`src/rtl/pad_strip_pkg.sv`:
```
// pad_strip_pkg: shared sizing, command record and FSM states
// for the pad_strip control path.
package pad_strip_pkg;

    function automatic int log2(input int v);
        int r = 0;
        while ((1 << r) < v) r++;
        return r;
    endfunction

    localparam int DATA_WIDTH = 128;
    localparam int DATA_BYTES = DATA_WIDTH / 8;
    localparam int BYTE_W     = log2(DATA_BYTES);
    localparam int DATA_BCNT  = BYTE_W + 1;
    localparam int OFFS_W     = 16;
    localparam int TGT_W      = OFFS_W - BYTE_W;
    localparam int CMD_DEPTH  = 4;

    typedef struct packed {
        logic [TGT_W-1:0]     tgt_beat;
        logic [BYTE_W-1:0]    off;
        logic [DATA_BCNT-1:0] bcnt;
    } pad_cmd_t;

    typedef enum logic [1:0] {
        IDLE,
        ARMED,
        DONE
    } state_t;

endpackage

```
`src/rtl/pad_strip_ctrl_if.sv`:
```
// pad_strip_ctrl_if: command channel, upstream stream handshake
// and pad controls driven towards the pad_strip datapath.
interface pad_strip_ctrl_if;
    import pad_strip_pkg::*;

    logic                 cmd_vld;
    logic                 cmd_rdy;
    logic [OFFS_W-1:0]    cmd_offset;
    logic [DATA_BCNT-1:0] cmd_bcnt;
    logic                 data_in_vld;
    logic                 data_in_eop;
    logic                 data_out_rdy;
    logic                 data_in_rdy;
    logic                 data_pad_en;
    logic [DATA_BCNT-1:0] data_pad_offset;
    logic [DATA_BCNT-1:0] data_pad_bcnt;
    logic                 pad_miss;
    logic                 cmd_err;

    modport master (
        output cmd_vld, cmd_offset, cmd_bcnt,
        output data_in_vld, data_in_eop, data_out_rdy,
        input  cmd_rdy, data_in_rdy,
        input  data_pad_en, data_pad_offset, data_pad_bcnt,
        input  pad_miss, cmd_err
    );

    modport slave (
        input  cmd_vld, cmd_offset, cmd_bcnt,
        input  data_in_vld, data_in_eop, data_out_rdy,
        output cmd_rdy, data_in_rdy,
        output data_pad_en, data_pad_offset, data_pad_bcnt,
        output pad_miss, cmd_err
    );

endinterface

```
`src/rtl/pad_cmd_fifo.sv`:
```
// pad_cmd_fifo: synchronous FIFO of pad commands; pointers carry
// an extra wrap bit so full/empty need no separate counter.
module pad_cmd_fifo
    import pad_strip_pkg::*;
#(
    parameter int DEPTH = CMD_DEPTH
) (
    input  logic     clk,
    input  logic     rst_n,
    input  logic     push,
    input  pad_cmd_t din,
    input  logic     pop,
    output pad_cmd_t dout,
    output logic     full,
    output logic     empty
);

    localparam int AW = log2(DEPTH);

    pad_cmd_t      mem [DEPTH];
    logic [AW:0]   wr_ptr;
    logic [AW:0]   rd_ptr;
    logic          do_push;
    logic          do_pop;

    assign empty   = (wr_ptr == rd_ptr);
    assign full    = (wr_ptr[AW] != rd_ptr[AW]) &&
                     (wr_ptr[AW-1:0] == rd_ptr[AW-1:0]);
    assign do_push = push & ~full;
    assign do_pop  = pop & ~empty;
    assign dout    = mem[rd_ptr[AW-1:0]];

    // advance pointers on accepted push/pop
    always_ff @(posedge clk or negedge rst_n) begin
        if (!rst_n) begin
            wr_ptr <= '0;
            rd_ptr <= '0;
        end else begin
            if (do_push) wr_ptr <= wr_ptr + (AW+1)'(1);
            if (do_pop)  rd_ptr <= rd_ptr + (AW+1)'(1);
        end
    end

    // storage array, contents are don't-care until written
    always_ff @(posedge clk) begin
        if (do_push) mem[wr_ptr[AW-1:0]] <= din;
    end

endmodule

```
`src/rtl/pad_strip_ctrl.sv`:
```
// pad_strip_ctrl: per-packet pad sequencer beside pad_strip.
// Optional stats counters under `PAD_STRIP_CTRL_STAT_EN.
module pad_strip_ctrl
    import pad_strip_pkg::*;
(
    input  logic             clk,
    input  logic             rst_n,
    pad_strip_ctrl_if.slave  bus
`ifdef PAD_STRIP_CTRL_STAT_EN
    ,
    input  logic             stat_clr,
    output logic [31:0]      stat_pad_cnt,
    output logic [15:0]      stat_miss_cnt,
    output logic [15:0]      stat_err_cnt
`endif
);

    state_t               state;
    state_t               state_nx;
    pad_cmd_t             act;
    pad_cmd_t             fifo_dout;
    pad_cmd_t             new_cmd;
    logic [OFFS_W-1:0]    beat_cnt;
    logic [BYTE_W+1:0]    end_pos;
    logic                 acc;
    logic                 eop_acc;
    logic                 push_try;
    logic                 cmd_ok;
    logic                 fifo_full;
    logic                 fifo_empty;
    logic                 load;
    logic                 hit;
    logic                 pad_en;
    logic                 miss_nx;
    logic                 miss_q;
    logic                 err_q;

    assign acc      = bus.data_in_vld & bus.data_out_rdy;
    assign eop_acc  = acc & bus.data_in_eop;
    assign push_try = bus.cmd_vld & ~fifo_full;
    assign end_pos  = (BYTE_W+2)'(bus.cmd_offset[BYTE_W-1:0]) +
                      (BYTE_W+2)'(bus.cmd_bcnt);
    assign cmd_ok   = (end_pos <= (BYTE_W+2)'(DATA_BYTES)) &&
                      (bus.cmd_bcnt != '0);

    assign new_cmd.tgt_beat = bus.cmd_offset[OFFS_W-1:BYTE_W];
    assign new_cmd.off      = bus.cmd_offset[BYTE_W-1:0];
    assign new_cmd.bcnt     = bus.cmd_bcnt;

    pad_cmd_fifo #(.DEPTH(CMD_DEPTH)) u_fifo (
        .clk   (clk),
        .rst_n (rst_n),
        .push  (push_try & cmd_ok),
        .din   (new_cmd),
        .pop   (load),
        .dout  (fifo_dout),
        .full  (fifo_full),
        .empty (fifo_empty)
    );

    assign hit = (beat_cnt == {{BYTE_W{1'b0}}, act.tgt_beat});

    // next state; pops only at a packet boundary
    always_comb begin
        state_nx = state;
        load     = 1'b0;
        miss_nx  = 1'b0;
        unique case (state)
            IDLE: begin
                // never arm on a beat that is mid-packet
                if (!fifo_empty && beat_cnt == '0 &&
                    !(acc && !bus.data_in_eop)) begin
                    load     = 1'b1;
                    state_nx = ARMED;
                end
            end
            ARMED: begin
                if (acc && hit && !bus.data_in_eop) begin
                    state_nx = DONE;
                end else if (eop_acc) begin
                    miss_nx  = ~hit;
                    load     = ~fifo_empty;
                    state_nx = fifo_empty ? IDLE : ARMED;
                end
            end
            DONE: begin
                if (eop_acc) begin
                    load     = ~fifo_empty;
                    state_nx = fifo_empty ? IDLE : ARMED;
                end
            end
            default: state_nx = IDLE;
        endcase
    end

    // packet-relative beat counter, saturating
    always_ff @(posedge clk or negedge rst_n) begin
        if (!rst_n) begin
            beat_cnt <= '0;
        end else if (acc) begin
            if (bus.data_in_eop)     beat_cnt <= '0;
            else if (beat_cnt != '1) beat_cnt <= beat_cnt + OFFS_W'(1);
        end
    end

    // state, active command and one-cycle status pulses
    always_ff @(posedge clk or negedge rst_n) begin
        if (!rst_n) begin
            state  <= IDLE;
            act    <= '0;
            miss_q <= 1'b0;
            err_q  <= 1'b0;
        end else begin
            state  <= state_nx;
            miss_q <= miss_nx;
            err_q  <= push_try & ~cmd_ok;
            if (load) act <= fifo_dout;
        end
    end

    assign pad_en              = (state == ARMED) && hit;
    assign bus.cmd_rdy         = ~fifo_full;
    assign bus.data_in_rdy     = bus.data_out_rdy;
    assign bus.data_pad_en     = pad_en;
    assign bus.data_pad_offset = pad_en ? {1'b0, act.off} : '0;
    assign bus.data_pad_bcnt   = pad_en ? act.bcnt : '0;
    assign bus.pad_miss        = miss_q;
    assign bus.cmd_err         = err_q;

`ifdef PAD_STRIP_CTRL_STAT_EN
    // saturating event counters; clear beats a same-cycle increment
    always_ff @(posedge clk or negedge rst_n) begin
        if (!rst_n) begin
            stat_pad_cnt  <= '0;
            stat_miss_cnt <= '0;
            stat_err_cnt  <= '0;
        end else if (stat_clr) begin
            stat_pad_cnt  <= '0;
            stat_miss_cnt <= '0;
            stat_err_cnt  <= '0;
        end else begin
            if (pad_en && acc && stat_pad_cnt != '1)
                stat_pad_cnt <= stat_pad_cnt + 32'd1;
            if (miss_nx && stat_miss_cnt != '1)
                stat_miss_cnt <= stat_miss_cnt + 16'd1;
            if (push_try && !cmd_ok && stat_err_cnt != '1)
                stat_err_cnt <= stat_err_cnt + 16'd1;
        end
    end
`endif

endmodule

```
`src/flat_wrapper.sv`:
```
// flat-port wrapper written by rule: the top's interface ports become plain ports
module pad_strip_ctrl_flat import pad_strip_pkg::*;
  (clk, rst_n, bus_cmd_vld, bus_cmd_offset, bus_cmd_bcnt, bus_data_in_vld, bus_data_in_eop, bus_data_out_rdy, bus_cmd_rdy, bus_data_in_rdy, bus_data_pad_en, bus_data_pad_offset, bus_data_pad_bcnt, bus_pad_miss, bus_cmd_err);
  pad_strip_ctrl_if bus_i ();
  input  logic clk;
  input  logic rst_n;
  input wire logic [$bits(bus_i.cmd_vld)-1:0] bus_cmd_vld;
  input wire logic [$bits(bus_i.cmd_offset)-1:0] bus_cmd_offset;
  input wire logic [$bits(bus_i.cmd_bcnt)-1:0] bus_cmd_bcnt;
  input wire logic [$bits(bus_i.data_in_vld)-1:0] bus_data_in_vld;
  input wire logic [$bits(bus_i.data_in_eop)-1:0] bus_data_in_eop;
  input wire logic [$bits(bus_i.data_out_rdy)-1:0] bus_data_out_rdy;
  output wire logic [$bits(bus_i.cmd_rdy)-1:0] bus_cmd_rdy;
  output wire logic [$bits(bus_i.data_in_rdy)-1:0] bus_data_in_rdy;
  output wire logic [$bits(bus_i.data_pad_en)-1:0] bus_data_pad_en;
  output wire logic [$bits(bus_i.data_pad_offset)-1:0] bus_data_pad_offset;
  output wire logic [$bits(bus_i.data_pad_bcnt)-1:0] bus_data_pad_bcnt;
  output wire logic [$bits(bus_i.pad_miss)-1:0] bus_pad_miss;
  output wire logic [$bits(bus_i.cmd_err)-1:0] bus_cmd_err;
  assign bus_i.cmd_vld = bus_cmd_vld;
  assign bus_i.cmd_offset = bus_cmd_offset;
  assign bus_i.cmd_bcnt = bus_cmd_bcnt;
  assign bus_i.data_in_vld = bus_data_in_vld;
  assign bus_i.data_in_eop = bus_data_in_eop;
  assign bus_i.data_out_rdy = bus_data_out_rdy;
  assign bus_cmd_rdy = bus_i.cmd_rdy;
  assign bus_data_in_rdy = bus_i.data_in_rdy;
  assign bus_data_pad_en = bus_i.data_pad_en;
  assign bus_data_pad_offset = bus_i.data_pad_offset;
  assign bus_data_pad_bcnt = bus_i.data_pad_bcnt;
  assign bus_pad_miss = bus_i.pad_miss;
  assign bus_cmd_err = bus_i.cmd_err;
  pad_strip_ctrl u_core (.clk(clk), .rst_n(rst_n), .bus(bus_i));
endmodule
```
`config.mk`:
```
export PLATFORM = sky130hd
export DESIGN_NAME = pad_strip_ctrl_flat
export DESIGN_NICKNAME = d
export VERILOG_FILES = /design/src/rtl/pad_strip_pkg.sv /design/src/rtl/pad_strip_ctrl_if.sv /design/src/rtl/pad_cmd_fifo.sv /design/src/rtl/pad_strip_ctrl.sv /design/src/flat_wrapper.sv
export SDC_FILE = /design/constraint.sdc
export NUM_CORES = 1
export LEC_CHECK = 0
export ABC_CLOCK_PERIOD_IN_PS = 2900
export CAP_MARGIN = 20
export CORE_MARGIN = 4
export CORE_UTILIZATION = 53
export DETAILED_ROUTE_END_ITERATION = 10
export PLACE_DENSITY = 0.88
export SLEW_MARGIN = 20
export SYNTH_ARGS = -nofsm -noshare
export SYNTH_HDL_FRONTEND = slang
export SYNTH_SLANG_ARGS = --single-unit
```
`constraint.sdc`:
```
create_clock -name clk -period 2.9 [get_ports clk]
set_input_delay 0.58 -clock clk [delete_from_list [all_inputs] [get_ports clk]]
set_output_delay 0.58 -clock clk [all_outputs]
set_load 0.02 [all_outputs]
```
==> out/qor.yml <==
detailed_routing:
  drtIter0Drc: 448
  first_pass_iters: 5
  drc: 0
  wl_mm: 13.7
  num_vias: 3519
  viasPerCell: 5.84
  drtAntennaViolNets: 0
  post_drt_wl_per_cell_um: 22.7
sta:
  rsz0062_at_grt: "yes"
  max_freq_ghz: 0.341
  period_share_pct: 101
  setup_ws_ns: -0.0329
  fin_worst_skew_ns: 0.00940
  finalHoldViolations: 0
  whs_ns: 0.0688
  slew_headroom_pct: 47.1
  setup_viol: 9
  min_period_ns: 2.93
  setup_tns_ns: -0.133
  worstMarginPinSlew_ns: 0.774
  maxSlewViolCount: 0
pwr:
  p_leak_nw: 2.87
  p_total_w: 0.00641
  ir_worst_vdd_mv: 0.564
  p_per_area_mw_per_mm2: 875
cts:
  htree_levels: 4
  holdBufCountCts: 0
  clk_path_buf_depth: 2
  clk_pin_slew_worst_paths_ns: 0.06
  cts_root_buf: "clkbuf_8"
  tritoncts: "built"
  cts.sinks: 131
  cts_made_buffers: 17
  insertion_delay_ns: 0.53
worst_setup_path:
  crit_required_ns: 2.32
  cp-end-kind: "output pin"
  slowest_delay_ns: 0.41
  slowest_stage: "dfrtp_1"
  critPathLaunchType: "flop"
  cp_max_fo: 5
  path_class: "reg2out"
  arrival_ns: 2.35
  path_cells: "xor2_1 -> nor4_2 -> nand4_1 -> nor3_2 -> buf_4 -> and2_4 -> buf_6"
global_routing:
  grt_use_total_pct: 22.9
  grt_pass1_wl_mm: 21.8
  antenna_found_initial: 0
  grt_overflow: 0
  grt_max_degree: 26
  grt_pass1_vias: 3901
logic_synthesis:
  synth-seq-cells: 131
  synth_top_family_by_area: "multiplexers"
  synth_seq_area_share_pct: 62.9
  synth-compound-area-share_pct: 4.49
  synth_top_cells_by_area: "edfxtp_1 43%, dfrtp_1 20%, mux4_2 5.7%, mux2_4 4.9%, mux4_1 2.7%"
  synth.top_cell.area_share_pct: 42.9
  synth-edff-count: 84
  synth_area_mm2: 0.00588
  yosysWarningCount: 0
  syn_avg_cell_area_um2: 16.0
  synthDistinctLibCells: 60
  synth-async-reset-ratio_pct: 35.9
  synthMuxAreaShare_pct: 14.2
  syn_inst: 367
  syn_nets: 406
  synthXorXnorAreaFrac_pct: 4.32
  synth-simple-area-share_pct: 8.77
  synth_ff_type: "edfxtp_1"
  synth_top_area_cell: "edfxtp_1"
  synth-adder-area-share_pct: 2.68
finish:
  fill_cells: 698
  layout.nets: 491
  diodes: 0
  layout-drive-gt1-share_pct: 28.7
  final_common_cell: "edfxtp_1"
  syn_to_final_growth_pct: 24.6
  final_cells: 603
  final_cell_mix: "84 x edfxtp_1, 47 x dfrtp_1, 37 x buf_4, 29 x clkdlybuf4s50_1, 19 x mux2_4"
placed_design:
  globalplace.congestion: 0.915
  place_inst: 565
  dp_slack_ns: -0.365
  port_buffers: 40
  dp_hpwl_mm: 8.76
worst_hold_path:
  hp-class: "in2async"
status:
  violations: "negative setup slack"
  status: "finished with violations"
run:
  maxCapViolations: 0
die:
  pin_count: 42
  die_area_mm2: 0.0128
  die_y_um: 113
  core_mm2: 0.0108
  die_w_um: 113
  rows: 38
  initial_utilization_pct: 54.2
## repair_timing
| item | in CTS | in global routing |
|---|---|---|
| pin swaps | 7 | 4 |
| buffers inserted | 4 | 3 |
| resized for setup | 66 | 3 |
| cloned | 1 | 0 |
| setup endpoints to repair | 10 | 23 |
## worst max-delay path, delay by kind of cell (launching register included)
family	cells	cell delay, ns
buffers and inverters	2	0.33
and+or+nand+nor	4	0.92
DFF	1	0.41
xor gates and xnor gates	1	0.17
## worst paths after layout
check | from | endpoint | slack (ns) | cells past startpoint
min in group clk | u_core.u_fifo.rd_ptr[2] | u_core.u_fifo.rd_ptr[2] | 0.50 | 1
max | u_core.beat_cnt[9] | bus_data_pad_bcnt[4] | -0.03 | 7
max reg2reg | u_core.beat_cnt[13] | u_core.act[0] | 0.84 | 6
min | rst_n | u_core.beat_cnt[1] | 0.07 | 1
max in group asynchronous | rst_n | u_core.act[4] | 2.09 | 2
min reg2reg | u_core.u_fifo.rd_ptr[2] | u_core.u_fifo.rd_ptr[2] | 0.50 | 1
## per-layer routing
layer  vias to the layer above  track usage, %  wire [µm]
met5                         -               0          0
met4                         0            7.93        338
met3                        30            5.03        681
met2                       129            41.3       7430
met1                      1788            27.1       5220
li1                       1572               -          -
## final cells by class
class | instances | area [µm²] | area share, %
multi-input combinational | 212 | 2080 | 28.4
clock buffer | 21 | 429 | 5.86
timing repair buffer | 82 | 803 | 11.0
tap | 140 | 175 | 2.39
sequential | 131 | 3700 | 50.5
inverter | 8 | 30.0 | 0.410
clock inverter | 9 | 109 | 1.49
## kinds of logic (layout without fill, tap and decap cells)
family | count (synthesis) | in the layout
buf+inv | 24 | 120
compound gates | 37 | 37
simple gates | 88 | 88
xor+xnor | 29 | 29
other cells | 1 | 1
flops | 131 | 131
fa+ha+maj | 12 | 12
mux | 45 | 45
## registers in the layout (all words and copies together) (netlist names)
| name | flops |
|---|---|
| u_core.u_fifo.mem | 84 |
| u_core.beat_cnt | 16 |
| u_core.bus.cmd_err | 1 |
| u_core.state | 2 |
| u_core.act | 21 |
| u_core.u_fifo.wr_ptr | 3 |
| u_core.u_fifo.rd_ptr | 3 |
| u_core.bus.pad_miss | 1 |
## synth_stat cells (all sizes together) (2+ instances only)
cell / number
a2111oi: 2
a211oi: 5
a21o: 2
a21oi: 11
and2: 14
and3: 5
and4: 3
buf: 11
clkbuf: 5
dfrtp: 47
edfxtp: 84
ha: 11
inv: 8
mux2: 23
mux4: 21
nand2: 9
nand3: 9
nand3b: 3
nand4: 9
nor2: 18
nor3: 3
nor4: 7
o21ai: 6
or2b: 2
xnor2: 15
xor2: 14
## power by group
group          leakage [nW]  internal, W  switching, W
combinational          1.27      0.00104      0.000847
clock                 0.252      0.00121      0.000763
sequential             1.35      0.00233      0.000221
total                  2.87      0.00458       0.00183
## through the flow
| step | area, µm² | utilization, % |
|---|---|---|
| 2_1_floorplan | 5900 | - |
| 3_3_place_gp | 6690 | 61.7 |
| 3_5_place_dp | 6690 | 61.7 |
| 4_1_cts | 7290 | 67.3 |
| 5_1_grt | 7330 | 67.6 |
| 6_report | 7330 | 67.6 |
(Power assumes the default switching activity.)
